<file path="src/rtl/bullet_pool.sv">
// Projectile pool: fixed bullet slots with tick-driven spawn, vertical motion and retire.
// One instance per side; DIR selects travel toward Y_MIN (0) or Y_MAX (1).

module bullet_slot #(
  parameter int X_W   = 10,
  parameter int Y_W   = 9,
  parameter int SPEED = 4,
  parameter int DIR   = 0,
  parameter int Y_MIN = 0,
  parameter int Y_MAX = 479
) (
  input  logic                 clk,
  input  logic                 rst_n,
  input  logic                 clear,
  input  logic                 step,
  input  logic                 hit,
  input  logic                 spawn,
  input  logic [X_W+Y_W-1:0]   spawn_pos,
  output logic                 active,
  output logic [X_W+Y_W-1:0]   pos,
  output logic                 active_nxt
);
  localparam int P = X_W + Y_W;
  localparam logic [Y_W:0] SPD  = (Y_W+1)'(SPEED);
  localparam logic [Y_W:0] Y_LO = (Y_W+1)'(Y_MIN + SPEED);
  localparam logic [Y_W:0] Y_HI = (Y_W+1)'(Y_MAX);

  logic [P-1:0] pos_nxt;
  logic [Y_W:0] y_ext, y_up, y_down, y_new;
  logic         leave;

  // One extra bit keeps the bound tests free of wraparound.
  always_comb begin
    y_ext  = {1'b0, pos[Y_W-1:0]};
    y_up   = y_ext - SPD;
    y_down = y_ext + SPD;
    leave  = (DIR == 0) ? (y_ext < Y_LO) : (y_down > Y_HI);
    y_new  = (DIR == 0) ? y_up : y_down;
  end

  always_comb begin
    active_nxt = active;
    pos_nxt    = pos;
    if (clear) begin
      active_nxt = 1'b0;
      pos_nxt    = '1;
    end else if (step) begin
      if (active) begin
        if (hit || leave) begin
          active_nxt = 1'b0;
          pos_nxt    = '1;
        end else begin
          pos_nxt = {pos[P-1:Y_W], y_new[Y_W-1:0]};
        end
      end else if (spawn) begin
        active_nxt = 1'b1;
        pos_nxt    = spawn_pos;
      end
    end
  end

  always_ff @(posedge clk or negedge rst_n) begin
    if (!rst_n) begin
      active <= 1'b0;
      pos    <= '1;
    end else begin
      active <= active_nxt;
      pos    <= pos_nxt;
    end
  end
endmodule

module bullet_pool #(
  parameter int SLOTS    = 15,
  parameter int X_W      = 10,
  parameter int Y_W      = 9,
  parameter int SPEED    = 4,
  parameter int DIR      = 0,
  parameter int COOLDOWN = 11,
  parameter int Y_MIN    = 0,
  parameter int Y_MAX    = 479
) (
  input  logic                           i_Clock,
  input  logic                           i_Reset,
  input  logic                           i_Tick,
  input  logic                           i_Clear,
  input  logic                           i_Enable,
  input  logic                           i_Fire,
  input  logic [X_W-1:0]                 i_FireX,
  input  logic [Y_W-1:0]                 i_FireY,
  input  logic [SLOTS-1:0]               i_Hit,
  output logic [SLOTS-1:0]               o_State,
  output logic [SLOTS*(X_W+Y_W)-1:0]     o_Position,
  output logic [5:0]                     o_Count,
  output logic                           o_Ready,
  output logic                           o_FireAck,
  output logic                           o_Drop
);
  localparam int P    = X_W + Y_W;
  localparam int CD_W = (COOLDOWN > 0) ? $clog2(COOLDOWN + 1) : 1;
  localparam logic [CD_W-1:0] CD_LOAD = CD_W'(COOLDOWN);

  logic [CD_W-1:0]  cd;
  logic [SLOTS-1:0] active_nxt, free, lowest, spawn_mask;
  logic [5:0]       count_nxt;
  logic             step, cd_zero, fire_ok;

  assign step    = i_Tick & i_Enable & ~i_Clear;
  assign cd_zero = (cd == '0);
  assign free    = ~o_State;
  // Isolate lowest set bit of the pre-tick free mask.
  assign lowest     = free & (~free + SLOTS'(1));
  assign fire_ok    = i_Fire & cd_zero & (|free);
  assign spawn_mask = fire_ok ? lowest : '0;
  assign o_Ready    = cd_zero & (|free);

  genvar k;
  generate
    for (k = 0; k < SLOTS; k++) begin : g_slot
      bullet_slot #(
        .X_W(X_W), .Y_W(Y_W), .SPEED(SPEED), .DIR(DIR), .Y_MIN(Y_MIN), .Y_MAX(Y_MAX)
      ) u_slot (
        .clk        (i_Clock),
        .rst_n      (i_Reset),
        .clear      (i_Clear),
        .step       (step),
        .hit        (i_Hit[k]),
        .spawn      (spawn_mask[k]),
        .spawn_pos  ({i_FireX, i_FireY}),
        .active     (o_State[k]),
        .pos        (o_Position[k*P +: P]),
        .active_nxt (active_nxt[k])
      );
    end
  endgenerate

  always_comb begin
    count_nxt = '0;
    for (int i = 0; i < SLOTS; i++) count_nxt = count_nxt + {5'b0, active_nxt[i]};
  end

  always_ff @(posedge i_Clock or negedge i_Reset) begin
    if (!i_Reset) begin
      cd        <= '0;
      o_Count   <= '0;
      o_FireAck <= 1'b0;
      o_Drop    <= 1'b0;
    end else begin
      o_Count <= count_nxt;
      if (i_Clear) begin
        cd        <= '0;
        o_FireAck <= 1'b0;
        o_Drop    <= 1'b0;
      end else if (step) begin
        o_FireAck <= fire_ok;
        o_Drop    <= i_Fire & ~fire_ok;
        if (fire_ok)       cd <= CD_LOAD;
        else if (!cd_zero) cd <= cd - 1'b1;
      end else begin
        o_FireAck <= 1'b0;
        o_Drop    <= 1'b0;
      end
    end
  end
endmodule
</file>
<file path="config.mk">
export PLATFORM = sky130hd
export DESIGN_NAME = bullet_pool
export DESIGN_NICKNAME = d
export VERILOG_FILES = /design/src/rtl/bullet_pool.sv
export SDC_FILE = /design/constraint.sdc
export NUM_CORES = 1
export LEC_CHECK = 0
export ABC_AREA = 1
export BUFFER_PORTS_ARGS = -buffer_cell sky130_fd_sc_hd__buf_2
export CORE_MARGIN = 2
export CORE_UTILIZATION = 61
export CTS_CLUSTER_SIZE = 12
export DETAILED_ROUTE_END_ITERATION = 8
export GPL_TIMING_DRIVEN = 0
export HOLD_SLACK_MARGIN = 0.05
export PLACE_DENSITY = 0.85
export SYNTH_ARGS = -nofsm -noshare
export SYNTH_HDL_FRONTEND = slang
export SYNTH_SLANG_ARGS = --single-unit
</file>
<file path="constraint.sdc">
create_clock -name i_Clock -period 10.1 [get_ports i_Clock]
set_input_delay 0.505 -clock i_Clock [delete_from_list [all_inputs] [get_ports i_Clock]]
set_output_delay 0.505 -clock i_Clock [all_outputs]
set_load 0.03 [all_outputs]
</file>
==> results of run 1 <==
cell families after synthesis:
family,after synthesis,share of synthesized area [%]
compound gates,195,6.181
xor+xnor,24,1.136
fa+ha+maj,28,2.299
buf+inv,340,8.304
flops,310,43.85
other cells,1,0.02027
simple gates,1631,38.21
worst min path at each step:
stage / from / endpoint / slack, ns / depth (start not counted)
final: i_Fire / o_Drop$_DFF_PN0_ / 0.23 / 3
after global routing: i_Fire / o_Drop$_DFF_PN0_ / 0.25 / 3
after CTS: i_Fire / o_Drop$_DFF_PN0_ / 0.22 / 3
after detailed placement: g_slot[11].u_slot.pos[15]$_DFFE_PN1P_ / g_slot[11].u_slot.pos[15]$_DFFE_PN1P_ / 0.45 / 2
after global placement: g_slot[8].u_slot.pos[12]$_DFFE_PN1P_ / g_slot[8].u_slot.pos[12]$_DFFE_PN1P_ / 0.45 / 2
after floorplan: i_Reset / cd[0]$_DFFE_PN0P_ / 0.21 / 0
metrics by stage:
step / instances / cell area, um2 / hold WS, ns / total power, mW
finish: 3328 / 21890 / 0.2274 / 4.232
global route: 3328 / 21890 / 0.2521 / 4.402
CTS: 3327 / 21890 / 0.2234 / 4.212
detailed placement: 3268 / 20810 / 0.4489 / 2.984
global placement: 3265 / 20720 / 0.4473 / 2.947
floorplan: 2530 / 18510 / 0.2094 / 2.567
area by class of cell:
cell class	instances	area, um2	share of cell area (%)
multi-input combinational	1880	8856	40.45
sequential	310	8114	37.06
timing repair buffer	349	1829	8.355
clock buffer	52	1012	4.623
buffer	155	842.1	3.846
inverter	185	694.4	3.172
tap	390	488.0	2.229
clock inverter	6	55.05	0.2515
antenna	1	2.502	0.01143
power by group:
group          internal (mW)  switching [mW]  leakage [nW]
Sequential              1.56           0.164          3.34
Combinational          0.350           0.924          7.54
Clock                  0.716           0.518         0.525
flip-flops by register name (all words and copies together), names as in the netlist:
name                  cells
o_Drop                    1
o_Count                   4
g_slot.u_slot.active     15
g_slot.u_slot.pos       285
cd                        4
o_FireAck                 1
tightest hold or removal path, stage by stage:
cell,delay (ns)
buf_2,0.11
nand2_1,0.06
nor2_1,0.04
per-layer routing:
metal / track usage (%) / up-vias / share of wire, %
met2: 66.20 / 1303 / 45
met4: 23.70 / 2 / 6.7
met1: 52.70 / 9335 / 36
li1: - / 9029 / -
met5: 0 / - / 0.018
met3: 9.399 / 299 / 12
cell usage in the layout, fill, tap and decap left out, types with 9 or more instances in the layout:
master / n
nand2_1: 1005
buf_2: 392
dfstp_2: 285
nand3_1: 222
nand4_1: 186
inv_1: 171
nor2_1: 161
o21ai_0: 84
clkbuf_1: 60
o211ai_1: 45
buf_4: 39
clkbuf_16: 37
o22ai_1: 28
dfrtp_1: 25
nand2_2: 20
ha_1: 18
a21oi_1: 16
o21ai_1: 14
xnor2_1: 13
buf_1: 12
clkinv_1: 12
xor2_1: 11
fa_1: 10
or2_2: 9
repair_timing:
| item | 4_1_cts | 5_1_grt |
|---|---|---|
| endpoints found under the hold margin | 15 | 0 |
| hold buffers | 1 | 0 |
| setup buffers | 0 | 0 |
==> impl_results.md, run 1 <==
* Clock buffer depth at 3
* CTS clk-pin slew, worst paths at 0.06 ns
* Kind of critical path: flop to flop
* Vias at 19.97k
* First-pass GRT wire length at 102.0 mm
* Critical Path End: o_Count[1]$_DFF_PN0_
* Yosys cell types at 37
* Number of flops mapped to enable cells by yosys at 0
* H-tree depth at 2
* LEAKAGE at 11.41 nW
* Initial drt markers at 2,424
* Top-count cell post-synth: nand2_1
* Pwr/cell area at 193.3 nW/um2
* Initial core utilization at 62.26%
* Area grow syn2layout at 18.33%
* CP top delay family: adder cells
* Core box area at 29,720 um2
* R2R Setup Slk at 4.50 ns
* Final Hold Viols at 0
* Crit. Startpoint: cd[0]$_DFFE_PN0P_
* Clock Latency Late Sink at 0.52 ns
* Cells after synthesis at 2,529
* Crit share post-route at 55.45%
* Crit path time final at 5.600 ns
* Vias per inst at 6.000
* Slowest stage delay, CP at 0.58 ns
* Startpoint types: flop
* RSZ-0062 raised after global routing: false
* Largest net degree at the start of global routing at 84
* Syn. warnings at 0
* CTS Sinks at 310
* Fmax at 178.6 MHz
* Fin util at 73.67%
* Placer Congestion at 0.9864
* Port Buf Inserts at 345
* TritonCTS clock tree: built
* Most common flop cell mapped by yosys: dfstp_2
* VDD IR max at 0.1651 mV
* Routed Antenna Nets at 0
* Commonest cells in the netlist: nand2_1 (1,005), dfstp_2 (285), nand3_1 (222)
* Seq/Total Area, Yosys at 43.85%
* Initial antenna violation count at 2
* Die X at 178.2 um
* Clk root buf: clkbuf_16
* GRT Util Overall at 41.71%
* Register bit total from synthesis at 310
* Worst Hold Class: primary input to flop
* Max Clock Skew at 0.01255 ns
* R2R Path End: o_Count[1]$_DFF_PN0_
* Setup TNS at 0 ns
* Maxcap violations at 0
* Critical Path RT at 10.55 ns
* Drt pass-1 iters at 8
* R2R depth at 20
* Area share of the largest cell type after synthesis at 40.47%
* Stages on the worst setup path at 20
* # DRC at 0
* CP most frequent cell: fa_1
* Post-CTS Resized at 0
* Full die area at 31,740 um2
* Synth area leader: dfstp_2
* CP Data Arrival Time at 6.05 ns
* Layout cells sized above 1 at 27.95%
* Largest cells by area after synthesis: dfstp_2 (40%), nand2_1 (20%), nand4_1 (6.3%), nand3_1 (6.0%), inv_1 (3.5%)
* Vias in the first global route at 18.52k
* Setup ws final at 4.500 ns
* Post-Syn Area at 18,500 um2
* Dpl hpwl at 49.30 mm
* TritonCTS buffer count at 35
* Slowest cell on the critical path: fa_1
* Drt wl/cell at 20.24 um
* IO Pins at 349
* Global route overflow at 0
* Worst R2R Start: cd[0]$_DFFE_PN0P_
* Filler Cell Count at 2,338
* Status: finished, final reports clean
* Bufs and invs on worst path at 7
* Layout Nets at 2,984
* Relative slew slack at 26.24%
* Max Slew Vio Count at 0
* Final setup viols at 0
* FFs w/ async S/R, synth at 100.0%
* Die Ht at 178.2 um
* Setup WS pre-CTS at 4.389 ns
* Routed WL at 67.36 mm
* Worst setup EP type: flop
* Crit-path cells: inv_1 > ha_1 > inv_1 > nor3_2 > nand2_1 > nor2_4 > buf_6 > buf_2 > nand3_1 > nand2_1 > o21ai_0 > fa_1 > fa_1 > fa_1 > fa_1 > inv_1 > fa_1 > inv_1 > fa_1 > inv_1
* Post-synthesis area per instance at 7.316 um2
* Worst-margin pin slew at 1.102 ns
* Row count at 63
* Worst-path fanout max at 10
(Power assumes the default switching activity.)
==> inputs of run 2 (changes only) <==
Settings changed: ABC_AREA 1 to 0, CORE_UTILIZATION 61 to 56, PLACE_DENSITY 0.85 to 0.79.
Clock period 10.1 ns to 5.25 ns, I/O delays scaled along.
==> run 2 against run 1 <==
Net effect: cell area down 6.3%; flip-flop and latch count unchanged; core utilization down 4.1 points; critical endpoint is now o_Count[2]$_DFF_PN0_; largest cell class is now registers; clock power up 110%.
==> impl_results.md, run 2 <==
* Routed Antenna Nets at 0 (unchanged)
* Crit path time final at 5.163 ns (was 5.600 ns)
* Slowest stage delay, CP at 0.57 ns (was 0.58 ns)
* Worst-margin pin slew at 1.032 ns (was 1.102 ns)
* TritonCTS clock tree: built (unchanged)
* Largest regs: g_slot.u_slot.pos (285), g_slot.u_slot.active (15) (unchanged)
* Slowest cell on the critical path: fa_1 (unchanged)
* Most common flop cell mapped by yosys: dfstp_2 (unchanged)
* Initial core utilization at 56.56% (was 62.26%)
* Vias per inst at 6.504 (was 6.000)
* Largest net degree at the start of global routing at 94 (was 84)
* Tot Pwr at 6.303 mW (was 4.232 mW)
* Bufs and invs on worst path at 4 (was 7)
* Drt pass-1 iters at 8 (unchanged)
* Metal3 WL at 7.075 mm (was 7.822 mm)
* Status: finished, final reports clean (unchanged)
* Routed WL at 61.13 mm (was 67.36 mm)
* Post-DP Area at 18,980 um2 (was 20,810 um2)
* Largest Register: g_slot.u_slot.pos (unchanged)
* Final setup viols at 0 (unchanged)
* FFs w/ async S/R, synth at 100.0% (unchanged)
* Full die area at 31,170 um2 (was 31,740 um2)
* Top-count cell post-synth: dfstp_2 (was nand2_1)
* IO Pins at 349 (unchanged)
* Highest Signal Layer: met4 (was met5)
* Vias at 16.50k (was 19.97k)
* CP most frequent cell: fa_1 (unchanged)
* Critical Path RT at 5.64 ns (was 10.55 ns)
* R2R depth at 17 (was 20)
* Crit-path cells: inv_2 > ha_4 > and4bb_2 > buf_6 > nand2_2 > nor2_4 > nor2_1 > or3_1 > fa_1 > fa_1 > fa_1 > fa_1 > inv_1 > fa_2 > inv_1 > fa_1 > xnor2_1 (was inv_1 > ha_1 > inv_1 > nor3_2 > nand2_1 > nor2_4 > buf_6 > buf_2 > nand3_1 > nand2_1 > o21ai_0 > fa_1 > fa_1 > fa_1 > fa_1 > inv_1 > fa_1 > inv_1 > fa_1 > inv_1)
* Number of flops mapped to enable cells by yosys at 0 (unchanged)
* Row count at 63 (unchanged)
* Register bit total from synthesis at 310 (unchanged)
* Seq/Total Area, Yosys at 48.66% (was 43.85%)
* Commonest cells in the netlist: dfstp_2 (285), nor2_1 (175), o22a_1 (130) (was nand2_1 (1,005), dfstp_2 (285), nand3_1 (222))
* Global route overflow at 0 (unchanged)
* GRT Util Overall at 38.32% (was 41.71%)
* Worst Hold Class: primary input to flop (unchanged)
* CP Data Arrival Time at 5.55 ns (was 6.05 ns)
* Drt wl/cell at 24.09 um (was 20.24 um)
* Layout Nets at 2,188 (was 2,984)
* Vias in the first global route at 15.81k (was 18.52k)
* Setup WS pre-CTS at -0.9974 ns (was 4.389 ns)
* Commonest non-fill, non-tap cell in the layout: buf_2 (was nand2_1)
* Final Instance Area at 20,520 um2 (was 21,890 um2)
* Fin util at 69.60% (was 73.67%)
* Layout cells sized above 1 at 37.70% (was 27.95%)
* Placer Congestion at 0.9641 (was 0.9864)
* Metal2 WL at 27.85 mm (was 30.46 mm)
* CTS Sinks at 310 (unchanged)
* Startpoint types: flop (unchanged)
* Kind of critical path: flop to flop (unchanged)
* Clk root buf: clkbuf_16 (unchanged)
* Setup TNS at 0 ns (unchanged)
* Area share of the largest cell type after synthesis at 44.91% (was 40.47%)
* Port Buf Inserts at 345 (unchanged)
* Max Slew Vio Count at 0 (unchanged)
* Post-Syn Area at 16,670 um2 (was 18,500 um2)
* Initial drt markers at 1,764 (was 2,424)
* First-pass GRT wire length at 92.09 mm (was 102.0 mm)
* Crit share post-route at 98.35% (was 55.45%)
* CP top delay family: adder cells (unchanged)
* Setup ws final at 0.08677 ns (was 4.500 ns)
* # DRC at 0 (unchanged)
* Dpl hpwl at 43.58 mm (was 49.30 mm)
* H-tree depth at 2 (unchanged)
* Post-synthesis area per instance at 9.768 um2 (was 7.316 um2)
* Area grow syn2layout at 23.07% (was 18.33%)
* Largest register FFs at 285 (unchanged)
* Largest cells by area after synthesis: dfstp_2 (45%), o22a_1 (6.8%), nor2_1 (3.9%), dfrtp_1 (3.8%), a21oi_1 (3.5%) (was dfstp_2 (40%), nand2_1 (20%), nand4_1 (6.3%), nand3_1 (6.0%), inv_1 (3.5%))
* M1 wire length at 23.12 mm (was 24.59 mm)
* TritonCTS buffer count at 36 (was 35)
* Synth area leader: dfstp_2 (unchanged)
* Fmax at 193.7 MHz (was 178.6 MHz)
* Die X at 176.6 um (was 178.2 um)
* Worst-path fanout max at 6 (was 10)
* Final Hold Viols at 0 (unchanged)
* CTS clk-pin slew, worst paths at 0.06 ns (about the same)
* Clock buffer depth at 3 (unchanged)
* LEAKAGE at 8.036 nW (was 11.41 nW)
* Yosys cell types at 87 (was 37)
* Syn. warnings at 0 (unchanged)
* Pwr/cell area at 307.2 nW/um2 (was 193.3 nW/um2)
* Initial antenna violation count at 1 (was 2)
* Die Ht at 176.6 um (was 178.2 um)
* VDD IR max at 0.3014 mV (was 0.1651 mV)
* Clock Latency Late Sink at 0.53 ns (was 0.52 ns)
* Cells after synthesis at 1,707 (was 2,529)
* Stages on the worst setup path at 17 (was 20)
* Most frequent cells in the layout: buf_2 (374), dfstp_2 (285), nor2_1 (173), o22a_1 (130), a21oi_1 (115) (was nand2_1 (1,005), buf_2 (392), dfstp_2 (285), nand3_1 (222), nand4_1 (186))
* Relative slew slack at 31.22% (was 26.24%)
* Core box area at 29,480 um2 (was 29,720 um2)
* Max Clock Skew at 0.01787 ns (was 0.01255 ns)
* Maxcap violations at 0 (unchanged)
* Worst setup EP type: flop (unchanged)
* Worst Hold Depth at 3 (unchanged)
==> run 2: final timing paths <==
kind	start	endpoint	slack, ns
max in group asynchronous	i_Reset	g_slot[2].u_slot.pos[6]$_DFFE_PN1P_	3.68
worst min-delay path	i_Hit[9]	g_slot[9].u_slot.pos[2]$_DFFE_PN1P_	0.06
min in group asynchronous	i_Reset	g_slot[12].u_slot.pos[17]$_DFFE_PN1P_	0.60
worst min register to register	g_slot[2].u_slot.pos[3]$_DFFE_PN1P_	g_slot[2].u_slot.pos[3]$_DFFE_PN1P_	0.49
worst max register to register	cd[0]$_DFFE_PN0P_	o_Count[2]$_DFF_PN0_	0.09
worst max-delay path	cd[0]$_DFFE_PN0P_	o_Count[2]$_DFF_PN0_	0.09
==> run 2: layout make-up <==
| type | instances | area [um2] |
|---|---|---|
| diodes | 1 | 2.502 |
| plain buffers | 150 | 733.2 |
| clock buffers | 57 | 1102 |
| clock inverters | 7 | 121.4 |
| fillers | 2336 | 8961 |
| inverters | 67 | 251.5 |
| multi-input cells | 1179 | 7642 |
| flip-flops and latches | 310 | 8114 |
| well taps | 390 | 488.0 |
| repair buffers | 376 | 2064 |
==> run 2: metrics by stage <==
step | hold slack, ns | cells
after floorplan | -0.03309 | 1708
after detailed placement | 0.4808 | 2446
after global routing | 0.08607 | 2537
after CTS | 0.05542 | 2530
after global placement | 0.4786 | 2443
final | 0.06320 | 2537
==> run 2: logic make-up after synthesis <==
kind of cell             count (synthesis)  synth area share [%]
other                                    1               0.02249
buffers and inverters                  219                 5.853
flip-flops                             310                 48.66
XOR/XNOR                                 8                0.4202
AO/OA/AOI/OAI                          586                 25.15
multiplexers                             5                0.3077
AND/OR/NAND/NOR                        550                 17.03
adder cells (fa/ha/maj)                 28                 2.551
==> run 2: report_power, final <==
| part | total (mW) | switching [mW] | internal, mW |
|---|---|---|---|
| combinational | 0.975 | 0.691 | 0.285 |
| clock | 2.62 | 1.03 | 1.59 |
| sequential | 2.71 | 0.118 | 2.59 |
==> run 2: worst min-delay path, stage by stage <==
cell	delay, ns
buf_2	0.12
o22ai_1	0.10
a31oi_1	0.10
==> run 2: metal layers <==
| layer | vias up | global-route usage (%) |
|---|---|---|
| li1 | 7146 | - |
| met2 | 1040 | 60.17 |
| met5 | - | 0 |
| met4 | 0 | 17.80 |
| met3 | 210 | 10.53 |
| met1 | 8105 | 49.41 |
==> run 2: repair_timing <==
action                                  CTS  global route
endpoints found under the setup margin    4             3
hold buffers                             14             0
pin swaps                                 3             9
gates resized for setup                  13             9
buffers inserted                          7             7
endpoints found under the hold margin    28             0
==> inputs of run 3 (changes only) <==
--- a/config.mk
+++ b/config.mk
@@ -13,2 +13,3 @@
 export DETAILED_ROUTE_END_ITERATION = 8
+export GPL_ROUTABILITY_DRIVEN = 0
 export GPL_TIMING_DRIVEN = 0
==> constraint.sdc (replaced) <==
create_clock -name i_Clock -period 5.25 [get_ports i_Clock]
set_input_delay 0.525 -clock i_Clock [delete_from_list [all_inputs] [get_ports i_Clock]]
set_output_delay 0.525 -clock i_Clock [all_outputs]
set_load 0.03 [all_outputs]
==> run 3 against run 2 <==
Net effect: hold slack better by 0.25 ns; critical path depth is 3 lower; core utilization decreased by 0.94 points; clock skew grew 0.00067 ns; wire length decreased by 2.6%; first-iteration DRC count is 8.4% higher; maximum frequency fell by 0.82%; via count down 0.61%; critical endpoint unchanged.
==> impl_results.md, run 3 (same netlist as run 2, synthesis figures left out) <==
* Max Slew Vio Count at 0 (unchanged)
* Stages on the worst setup path at 14 (was 17)
* R2R Path End: o_Count[2]$_DFF_PN0_ (unchanged)
* Maxcap violations at 0 (unchanged)
* Fin util at 68.67% (was 69.60%)
* Critical Path RT at 5.65 ns (was 5.64 ns)
* Crit share post-route at 99.16% (was 98.35%)
* Slowest stage delay, CP at 0.71 ns (was 0.57 ns)
* Global route overflow at 0 (unchanged)
* Setup WS pre-CTS at -1.196 ns (was -0.9974 ns)
* Dpl hpwl at 42.85 mm (was 43.58 mm)
* Clk root buf: clkbuf_16 (unchanged)
* GRT Util Overall at 37.02% (was 38.32%)
* Kind of critical path: primary input to flop (was flop to flop)
* Filler Cell Count at 2,359 (was 2,336)
* Worst Hold Depth at 3 (unchanged)
* Post-Layout Cell Count at 2,511 (was 2,537)
* Routed WL at 59.51 mm (was 61.13 mm)
* Routed Antenna Nets at 0 (unchanged)
* Slowest cell on the critical path: clkbuf_1 (was fa_1)
* Largest register FFs at 285 (unchanged)
* Layout cells sized above 1 at 37.88% (was 37.70%)
* TritonCTS clock tree: built (unchanged)
* Worst Hold Class: primary input to flop (unchanged)
* Initial drt markers at 1,913 (was 1,764)
* Hold Crit Start: i_FireY[0] (was i_Hit[9])
* Area grow syn2layout at 21.41% (was 23.07%)
* Setup ws final at 0.04425 ns (was 0.08677 ns)
* Final Hold Viols at 0 (unchanged)
* # DRC at 0 (unchanged)
* Most frequent cells in the layout: buf_2 (372), dfstp_2 (285), nor2_1 (173), o22a_1 (130), a21oi_1 (116) (was buf_2 (374), dfstp_2 (285), nor2_1 (173), o22a_1 (130), a21oi_1 (115))
* Final setup viols at 0 (unchanged)
* Pwr/cell area at 302.0 nW/um2 (was 307.2 nW/um2)
* IO Pins at 349 (unchanged)
* Clock buffer depth at 3 (unchanged)
* Vias per inst at 6.532 (was 6.504)
* Crit-path cells: buf_2 > buf_2 > buf_2 > buf_2 > clkbuf_1 > a311o_1 > fa_1 > fa_1 > fa_1 > inv_1 > fa_2 > inv_1 > fa_1 > xnor2_1 (was inv_2 > ha_4 > and4bb_2 > buf_6 > nand2_2 > nor2_4 > nor2_1 > or3_1 > fa_1 > fa_1 > fa_1 > fa_1 > inv_1 > fa_2 > inv_1 > fa_1 > xnor2_1)
* Commonest non-fill, non-tap cell in the layout: buf_2 (unchanged)
* Startpoint types: primary input (was flop)
* CP Data Arrival Time at 5.61 ns (was 5.55 ns)
* Hold Slack at 0.3088 ns (was 0.06320 ns)
* Max Clock Skew at 0.01854 ns (was 0.01787 ns)
* Initial antenna violation count at 0 (was 1)
* Vias at 16.40k (was 16.50k)
* Layout Nets at 2,165 (was 2,188)
* Core box area at 29,480 um2 (unchanged)
* CTS Sinks at 310 (unchanged)
* LEAKAGE at 7.905 nW (was 8.036 nW)
* Largest Register: g_slot.u_slot.pos (unchanged)
* Die Ht at 176.6 um (unchanged)
* Port Buf Inserts at 345 (unchanged)
* Bufs and invs on worst path at 7 (was 4)
* First-pass GRT wire length at 89.35 mm (was 92.09 mm)
* Clock Latency Late Sink at 0.53 ns (about the same)
* Relative slew slack at 28.34% (was 31.22%)
* H-tree depth at 2 (unchanged)
* TritonCTS buffer count at 35 (was 36)
* Worst hold endpoint: g_slot[5].u_slot.pos[0]$_DFFE_PN1P_ (was g_slot[9].u_slot.pos[2]$_DFFE_PN1P_)
* Crit path time final at 5.206 ns (was 5.163 ns)
* Worst setup EP type: flop (unchanged)
* Worst R2R Start: cd[0]$_DFFE_PN0P_ (unchanged)
* R2R depth at 17 (unchanged)
* Die X at 176.6 um (unchanged)
* Fmax at 192.1 MHz (was 193.7 MHz)
* Vias in the first global route at 15.69k (was 15.81k)
* R2R Setup Slk at 0.10 ns (was 0.09 ns)
* Drt pass-1 iters at 7 (was 8)
* Row count at 63 (unchanged)
* Drt wl/cell at 23.70 um (was 24.09 um)
* Full die area at 31,170 um2 (unchanged)
* Hold-fix buffers, CTS at 0 (was 14)
* Worst-path fanout max at 19 (was 6)
* CTS clk-pin slew, worst paths at 0.06 ns (about the same)
* Cell total after placement at 2,445 (was 2,446)
* Largest regs: g_slot.u_slot.pos (285), g_slot.u_slot.active (15) (unchanged)
* Initial core utilization at 56.56% (unchanged)
* VDD IR max at 0.2563 mV (was 0.3014 mV)
* Largest net degree at the start of global routing at 110 (was 94)
* CP top delay family: buffers and inverters (was adder cells)
* Worst-margin pin slew at 1.061 ns (was 1.032 ns)
* Status: finished, final reports clean (unchanged)
==> run 3: cell count changes in the layout (fill, tap and decap cells not counted), sizes merged <==
cell         delta
dlygate4sd3    -14
clkbuf          -8
buf             -6
inv             +1
bufinv          -1
clkinv          +2
==> run 3: power by group <==
group          internal [mW]  leakage (nW)  switching [mW]
Clock                   1.44         0.557            1.00
Sequential              2.59          3.35           0.117
Combinational          0.274          4.00           0.687
==> run 3: per-stage QoR <==
stage	area, um2	setup TNS, ns	total power [mW]
2_1_floorplan	16680	0	3.291
5_1_grt	20240	-0.02395	6.288
4_1_cts	20140	0	6.088
6_report	20240	0	6.114
3_3_place_gp	18890	-63.02	3.630
3_5_place_dp	18960	-4.088	3.661
==> run 3: tightest hold or removal path, delay by kind of cell <==
kind	cells	cell delay, ns
and+or+nand+nor	1	0.09
buffers and inverters	1	0.15
AOI/OAI and AO/OA	1	0.06
==> run 3: metal layers <==
metal | track usage, % | part of all wire [%]
met3 | 10.85 | 12
met2 | 57.42 | 45
met5 | 0 | 0
met4 | 18.56 | 5.1
met1 | 47.36 | 37
==> run 3: how the worst max path moves through the flow <==
stage | startpoint | end
after detailed placement | i_Clear | o_Count[1]$_DFF_PN0_
after CTS | g_slot[11].u_slot.active$_DFF_PN0_ | o_Count[1]$_DFF_PN0_
after global placement | i_Reset | o_FireAck$_DFF_PN0_
after floorplan | cd[0]$_DFFE_PN0P_ | o_Count[1]$_DFF_PN0_
final | i_Clear | o_Count[2]$_DFF_PN0_
after global routing | g_slot[1].u_slot.active$_DFF_PN0_ | o_Count[1]$_DFF_PN0_
==> run 3: repair_timing <==
item	CTS	global route
pin swaps	5	7
buffers inserted	3	7
endpoints found under the setup margin	4	3
resized for setup	13	17
==> run 3: area by class of cell <==
type / instances / area [um2] / share of cell area, %
plain buffers: 147 / 733.2 / 3.622
clock inverters: 9 / 110.1 / 0.5439
well taps: 390 / 488.0 / 2.411
inverters: 67 / 251.5 / 1.242
diodes: 1 / 2.502 / 0.01236
multi-input cells: 1179 / 7660 / 37.84
flip-flops and latches: 310 / 8114 / 40.08
repair buffers: 357 / 1867 / 9.222
clock buffers: 51 / 1017 / 5.025
